<file path="src/rtl/auth_pkg.sv">
// Shared types and default sizing for the code-entry sequencer and its retry counter.
package auth_pkg;

    typedef enum logic [2:0] {
        ST_UNSET   = 3'd0,
        ST_ARMED   = 3'd1,
        ST_COMPARE = 3'd2,
        ST_RESULT  = 3'd3,
        ST_LOCKED  = 3'd4
    } state_t;

    localparam int DEFAULT_WIDTH       = 8;
    localparam int DEFAULT_MAX_TRIES   = 3;
    localparam int DEFAULT_LOCK_CYCLES = 16;

endpackage

</file>
<file path="src/rtl/auth_retry_counter.sv">
// Retry budget and lockout timer: tries_left restore/decrement and the lockout down-counter.
module auth_retry_counter
    import auth_pkg::*;
#(
    parameter int MAX_TRIES   = DEFAULT_MAX_TRIES,
    parameter int LOCK_CYCLES = DEFAULT_LOCK_CYCLES,
    parameter int TW          = $clog2(MAX_TRIES + 1)
) (
    input  logic          clk,
    input  logic          rst_n,
    input  logic          restore,
    input  logic          decrement,
    input  logic          start_lock,
    input  logic          lock_active,
    output logic [TW-1:0] tries_left,
    output logic          lock_expire
);

    localparam int CW = $clog2(LOCK_CYCLES + 1);

    logic [CW-1:0] lock_cnt;

    // Remaining wrong guesses: restored on load/match/expiry, zeroed when lockout starts.
    always_ff @(posedge clk) begin
        if (!rst_n) begin
            tries_left <= '0;
        end else if (restore) begin
            tries_left <= TW'(MAX_TRIES);
        end else if (start_lock) begin
            tries_left <= '0;
        end else if (decrement) begin
            tries_left <= tries_left - TW'(1);
        end
    end

    // Lockout timer: loaded with LOCK_CYCLES-1 so the locked state lasts exactly LOCK_CYCLES cycles.
    always_ff @(posedge clk) begin
        if (!rst_n) begin
            lock_cnt <= '0;
        end else if (start_lock) begin
            lock_cnt <= CW'(LOCK_CYCLES - 1);
        end else if (lock_active && (lock_cnt != '0)) begin
            lock_cnt <= lock_cnt - CW'(1);
        end
    end

    assign lock_expire = lock_active && (lock_cnt == '0);

endmodule

</file>
<file path="src/rtl/code_entry_sequencer.sv">
// Serial front end for the bit-level auth comparator: stores a setter code, streams
// setter/guesser bit pairs LSB first, folds per-bit matches into a verdict, and
// enforces a retry budget with a timed lockout.
//
// state   | meaning
// UNSET   | no code loaded, guesses refused
// ARMED   | code loaded, waiting for a guess or a code reload
// COMPARE | streaming bit pairs, accumulating the match
// RESULT  | one-cycle verdict, retry budget update
// LOCKED  | retry budget exhausted, all requests ignored
module code_entry_sequencer
    import auth_pkg::*;
#(
    parameter int WIDTH       = DEFAULT_WIDTH,
    parameter int MAX_TRIES   = DEFAULT_MAX_TRIES,
    parameter int LOCK_CYCLES = DEFAULT_LOCK_CYCLES
) (
    input  logic                             clk,
    input  logic                             rst_n,
    input  logic                             set_valid,
    input  logic [WIDTH-1:0]                 set_code,
    input  logic                             guess_valid,
    input  logic [WIDTH-1:0]                 guess_code,
    output logic                             guess_ready,
    output logic                             setter_bit,
    output logic                             guesser_bit,
    input  logic                             bit_match,
    output logic                             done,
    output logic                             matched,
    output logic                             unmatched,
    output logic                             locked,
    output logic [$clog2(MAX_TRIES+1)-1:0]   tries_left
);

    localparam int TW = $clog2(MAX_TRIES + 1);
    localparam int IW = (WIDTH > 1) ? $clog2(WIDTH) : 1;

    state_t           state, state_next;
    logic [WIDTH-1:0] code, guess;
    logic [IW-1:0]    idx;
    logic             acc;
    logic             last_bit, cmp_bit;
    logic             load_code, accept_guess;
    logic             restore, decrement, start_lock, lock_expire;

    assign last_bit     = (idx == IW'(WIDTH - 1));
    assign cmp_bit      = acc & bit_match;
    assign load_code    = set_valid && ((state == ST_UNSET) || (state == ST_ARMED));
    assign accept_guess = (state == ST_ARMED) && guess_valid && !set_valid;
    assign restore      = load_code || ((state == ST_RESULT) && matched) || lock_expire;
    assign decrement    = (state == ST_RESULT) && !matched && (tries_left > TW'(1));
    assign start_lock   = (state == ST_RESULT) && !matched && (tries_left <= TW'(1));

    // Next-state decode plus the combinational outputs (ready and comparator bits).
    always_comb begin
        state_next  = state;
        guess_ready = 1'b0;
        setter_bit  = 1'b0;
        guesser_bit = 1'b0;
        case (state)
            ST_UNSET: begin
                if (set_valid) state_next = ST_ARMED;
            end
            ST_ARMED: begin
                guess_ready = 1'b1;
                if (accept_guess) state_next = ST_COMPARE;
            end
            ST_COMPARE: begin
                setter_bit  = code[idx];
                guesser_bit = guess[idx];
                if (last_bit) state_next = ST_RESULT;
            end
            ST_RESULT: begin
                state_next = start_lock ? ST_LOCKED : ST_ARMED;
            end
            ST_LOCKED: begin
                if (lock_expire) state_next = ST_ARMED;
            end
            default: state_next = ST_UNSET;
        endcase
    end

    // State register.
    always_ff @(posedge clk) begin
        if (!rst_n) state <= ST_UNSET;
        else        state <= state_next;
    end

    // Code/guess storage, bit index, match accumulator and registered status outputs.
    always_ff @(posedge clk) begin
        if (!rst_n) begin
            code      <= '0;
            guess     <= '0;
            idx       <= '0;
            acc       <= 1'b0;
            matched   <= 1'b0;
            unmatched <= 1'b0;
            done      <= 1'b0;
            locked    <= 1'b0;
        end else begin
            if (load_code) code <= set_code;
            if (accept_guess) begin
                guess     <= guess_code;
                idx       <= '0;
                acc       <= 1'b1;
                matched   <= 1'b0;
                unmatched <= 1'b0;
            end else if (state == ST_COMPARE) begin
                acc <= cmp_bit;
                if (last_bit) begin
                    idx       <= '0;
                    matched   <= cmp_bit;
                    unmatched <= !cmp_bit;
                end else begin
                    idx <= idx + IW'(1);
                end
            end
            done   <= (state_next == ST_RESULT);
            locked <= (state_next == ST_LOCKED);
        end
    end

    auth_retry_counter #(
        .MAX_TRIES   (MAX_TRIES),
        .LOCK_CYCLES (LOCK_CYCLES),
        .TW          (TW)
    ) u_retry (
        .clk         (clk),
        .rst_n       (rst_n),
        .restore     (restore),
        .decrement   (decrement),
        .start_lock  (start_lock),
        .lock_active (state == ST_LOCKED),
        .tries_left  (tries_left),
        .lock_expire (lock_expire)
    );

endmodule

</file>
<file path="config.mk">
export PLATFORM = sky130hd
export DESIGN_NAME = code_entry_sequencer
export DESIGN_NICKNAME = d
export VERILOG_FILES = /design/src/rtl/auth_pkg.sv /design/src/rtl/auth_retry_counter.sv /design/src/rtl/code_entry_sequencer.sv
export SDC_FILE = /design/constraint.sdc
export NUM_CORES = 1
export LEC_CHECK = 0
export CORE_ASPECT_RATIO = 0.7
export CORE_UTILIZATION = 51
export DETAILED_ROUTE_END_ITERATION = 10
export GPL_TIMING_DRIVEN = 0
export PLACE_DENSITY_LB_ADDON = 0.3
export SLEW_MARGIN = 30
export SYNTH_ARGS = -nofsm -noshare
export SYNTH_HDL_FRONTEND = slang
export SYNTH_SLANG_ARGS = --single-unit
</file>
<file path="constraint.sdc">
create_clock -name clk -period 2 [get_ports clk]
set_input_delay 0.5 -clock clk [delete_from_list [all_inputs] [get_ports clk]]
set_output_delay 0.5 -clock clk [all_outputs]
set_load 0.05 [all_outputs]
</file>
== Word level (Yosys, flattened, before mapping) ==
Index checks and enable logic that the tools add are counted.

* Register bits after elaboration: 34
* Input port bits: 21
* Output and inout bits: 9

* Add/sub/neg operators: 3
* Magnitude comparators: 3
* Eq/ne operators: 7
* Multiplexer cells: 21
* Bitwise logic cells: 2
* Reductions and logical operators: 24

{| class="wikitable"
|+ Operators with widths
! cell !! count
|-
| 2-to-1 mux 3 bit || 6
|-
| one-hot mux 3 bit (5 select lines) || 1
|-
| == test 3 x 2 -> 1 bit (second input constant) || 3
|-
| == test 3 bit (second input constant) || 3
|-
| logical AND 1 bit || 9
|-
| 2-to-1 mux 4 bit || 2
|-
| 2-to-1 mux 1 bit || 7
|-
| binary-select mux 1 bit (select 3 bit) || 2
|-
| 2-to-1 mux 2 bit || 3
|-
| zero test 5 bit || 1
|-
| nonzero test 5 bit || 1
|-
| subtractor 5 x 1 -> 5 bit (second input constant) || 1
|-
| less-than comparator 3 x 4 -> 1 bit (second input constant) || 1
|-
| nonzero test 2 bit || 2
|-
| OR reduction 2 bit || 2
|-
| adder 3 x 1 -> 3 bit (second input constant) || 1
|-
| == test 3 x 1 -> 1 bit (second input constant) || 1
|-
| zero test 1 bit || 3
|-
| zero test 3 bit || 1
|-
| logical OR 1 bit || 3
|-
| nonzero test 3 bit || 1
|-
| > comparator 2 x 1 -> 1 bit (second input constant) || 1
|-
| less-or-equal comparator 2 x 1 -> 1 bit (second input constant) || 1
|-
| AND reduction 2 bit || 1
|-
| other kinds (3) || 3
|}

== Depth between registers and ports, before layout ==
* Depth in word-level cells: 6
* Depth in mapped cells: 6
* Mapped depth without buffers: 5

== By module ==
From an unflattened synthesis, not the netlist that was laid out.

* Cell total of the unflattened synthesis: 167
* Area total of the unflattened synthesis: 1657.8 um^2

{| class="wikitable"
|+ By module, submodules not included
! module !! times used !! cells each !! area each (um^2) !! seq. area each (um^2)
|-
| code_entry_sequencer || 1 || 127 || 1291.2 || 540.5
|-
| auth_retry_counter || 1 || 40 || 366.6 || 140.1
|}

== Least setup slack after synthesis ==
Ideal clock, no wire load.

* Path type: register to output
* Start point: register state[1]
* End point: output guesser_bit
* Data arrival time: 1.635 ns
* Setup slack: -0.135 ns
* Stages on the path, launching flop included: 5
* Path buffers: 2
* Cells stage by stage: dfxtp_1 > buf_6 > or3b_1 > buf_2 > nor2_1

* Longest elaborated chain between the ends: 2

{| class="wikitable"
|+ Ends and longest elaborated chain
! item !! line !! RTL
|-
| from (decl) || code_entry_sequencer.sv:38 || <nowiki>state_t state, state_next;</nowiki>
|-
| from (signal assigned) || code_entry_sequencer.sv:86 || <nowiki>else state <= state_next;</nowiki>
|-
| == test 3 x 2 -> 1 bit || code_entry_sequencer.sv:60 || <nowiki>case (state)</nowiki>
|-
| 2-to-1 mux 1 bit || code_entry_sequencer.sv:60 ||
|-
| to (decl) || code_entry_sequencer.sv:26 || <nowiki>output logic guesser_bit,</nowiki>
|}

No other way between the ends.

== Final worst setup path ==
* Start point: register state[2]
* End point: output guesser_bit

The elaborated chain is that of the path after synthesis.

==> flow_summary.ini <==
[status]
status = finished, violations left
violations = setup timing

[placed_design]
gp_congestion = 0.891
port_buffers = 28
dp_cells = 243
place_ws_ps = -693
hpwl_mm = 2.95

[die]
fp.coreArea_mm2 = 0.00292
fp.dieW_um = 69.9
dieArea_mm2 = 0.00346
start_util = 0.563
num_io_pins = 30
rows = 16
die_y_um = 49.5

[power_and_ir_drop]
powerDensity_mw_per_mm2 = 690
leakage_nw = 0.823
p_switching_uw = 375
clock_power_share = 0.361
p_sw_frac = 0.258
seq_power_share = 0.493
comb_power_share = 0.146
p_int_mw = 1.08
ir_worst_vdd_mv = 0.401

[setup_path]
critPathBufInv = 3
critPathMaxStageDelay_ps = 370
worstSetupPathType = reg2out
path_cells = buf_2, or3b_1, buf_2, nor2_1, buf_6
critPathMaxFanout = 10
cp.arrival_ps = 1650
end_kind = primary output
crit_required_ps = 1500
cp_common_cell = buf_2
slowest_stage = or3b_1
cp_top_family = buffers and inverters
start_kind = flop

[cts]
clockBufferDepth = 2
clk_latency_ps = 290
htree_levels = 2
cts_root_buf = clkbuf_8
tritoncts = built
cts_made_buffers = 5
clk_pin_slew_ps = 70
clkSinkCount = 34

[sta]
finalHoldViolations = 0
slew_viol_final = 0
rsz0062_at_grt = yes
setup_viol = 2
fin_crit_sh = 1.08
finalCriticalPeriod_ps = 2150
setup_tns_ps = -299
timing.final.ws_setup_ps = -150
slew_headroom = 0.648
clock_skew_ps = 6.18
worst_pin_slew_ps = 527
clock.fmax_mhz = 465

[detailed_routing]
drt_iter0_drc = 97
drc = 0
routed_wl_mm = 4.15
ant_nets = 0
avgRoutedWirePerCell_um = 16.5
num_vias = 1513
viasPerCell = 6.00
dr.pass1.iters = 4

[logic_synthesis]
yosysTopAreaCellShare = 0.414
avgSynthCellArea_um2 = 9.18
ys_types = 41
async_flop_share = 0
syn-cell-area_mm2 = 0.00164
netlist_instances = 179
synth_seq_cells = 34
synth_edf_count = 0
synth_ff_type = dfxtp_1
synth_top_area_cell = dfxtp_1
synth_seq_area_share = 0.414
synth_nets = 205
synth_warnings = 0
synthTopCellsByArea = dfxtp_1, mux2i_1, mux4_2, a21oi_1, ha_1

[cells_and_area]
layout-drive-gt1-share = 0.130
fin_cells = 252
syn_to_final_growth_pct = 28.2
antenna_cells = 0
finalNetCount = 241

[run]
maxCapViolations = 0

[worst_hold_path]
hold_path_class = reg2reg

[grt]
antenna_found_initial = 0
grt_pass1_vias = 1429
overflow = 0
grt_pass1_wl_mm = 6.70
grt_max_degree = 11
grtUsageTotal = 0.253
## worst paths after layout
path	startpoint	endpoint	slack, ps	cells past startpoint
hold / removal	guess[1]$_SDFFE_PN0P_	guess[1]$_SDFFE_PN0P_	480	2
hold reg to reg	guess[1]$_SDFFE_PN0P_	guess[1]$_SDFFE_PN0P_	480	2
setup / recovery	state[2]$_SDFF_PN0_	guesser_bit	-150	5
setup reg to reg	idx[1]$_SDFFE_PP0N_	done$_SDFF_PN0_	100	5
## worst min-delay path: cells and delay by family (launching register included)
family / cells / cell delay, ps
DFF: 1 / 310
AOI/OAI and AO/OA: 2 / 120
## cells by family after synthesis
family / count (synthesis) / share of synthesized area
DFF: 34 / 0.414
buffers and inverters: 20 / 0.0540
and+or+nand+nor: 61 / 0.215
muxes: 14 / 0.116
adders and majority gates: 5 / 0.0381
AOI/OAI and AO/OA: 45 / 0.164
## flip-flops by register name (all words and copies together) (netlist names)
signal and count:
code 8, guess 8, u_retry.lock_cnt 5, idx 3
state 3, u_retry.tries_left 2, acc 1, done 1
locked 1, matched 1, unmatched 1
## stage by stage
stage / hold WS, ps / instance area, um2 / utilization / power, mW
floorplan: 451 / 1640 / - / 0.851
CTS: 476 / 2080 / 0.712 / 1.45
finish: 479 / 2110 / 0.721 / 1.45
global route: 503 / 2110 / 0.721 / 1.51
detailed placement: 467 / 1970 / 0.674 / 0.932
global placement: 460 / 1970 / 0.674 / 0.921
## layout make-up
cell class | instances | area, um2
Multi-Input combinational cell | 125 | 886
Buffer | 11 | 65.1
Inverter | 7 | 26.3
Sequential cell | 34 | 683
Clock buffer | 7 | 86.3
Timing Repair Buffer | 31 | 310
Fill cell | 211 | 816
Clock inverter | 1 | 5.00
Tap cell | 36 | 45.0
## metal layers
layer  share of wire  global-route usage  vias to the layer above
met5               0                   0                        -
met4           0.020               0.100                        0
met3           0.077              0.0573                        7
met2            0.46               0.402                       54
met1            0.45               0.335                      727
li1                -                   -                      725
## synth_stat cells (all sizes together), types with 3 or more instances
master and number:
or3b 3, buf 7, ha 5, or4 3, nor2b 4, mux4 4
nor2 13, clkbuf 6, nor3b 4, o21ai 14, a21oi 16, nand3 8
mux2i 10, inv 7, nand2 9, o31a 3, nand2b 3, dfxtp 34
## layout by cell type (no fill, tap or decap), drive strengths merged, types with 7 or more instances in the layout
| cell type | Yosys | final |
|---|---|---|
| dfxtp | 34 | 34 |
| clkdlybuf4s50 | 0 | 22 |
| a21oi | 16 | 16 |
| o21ai | 14 | 14 |
| nor2 | 13 | 13 |
| buf | 7 | 13 |
| clkbuf | 6 | 11 |
| mux2i | 10 | 10 |
| nand2 | 9 | 9 |
| nand3 | 8 | 8 |
| inv | 7 | 7 |
## timing repair
item                                    in CTS  in global routing
gates resized for setup                     26                  6
pin swaps                                    0                  0
endpoints found under the setup margin       4                  6
hold buffers                                 0                  0
setup buffers                                2                  1
## power groups by stage
stage	sequential (mW)	clock, mW	combinational, mW
detailed placement	0.731	0	0.201
global placement	0.729	0	0.192
global route	0.720	0.558	0.229
finish	0.717	0.525	0.212
floorplan	0.741	0	0.110
CTS	0.717	0.527	0.206
Power figures use the tool's default switching activity.
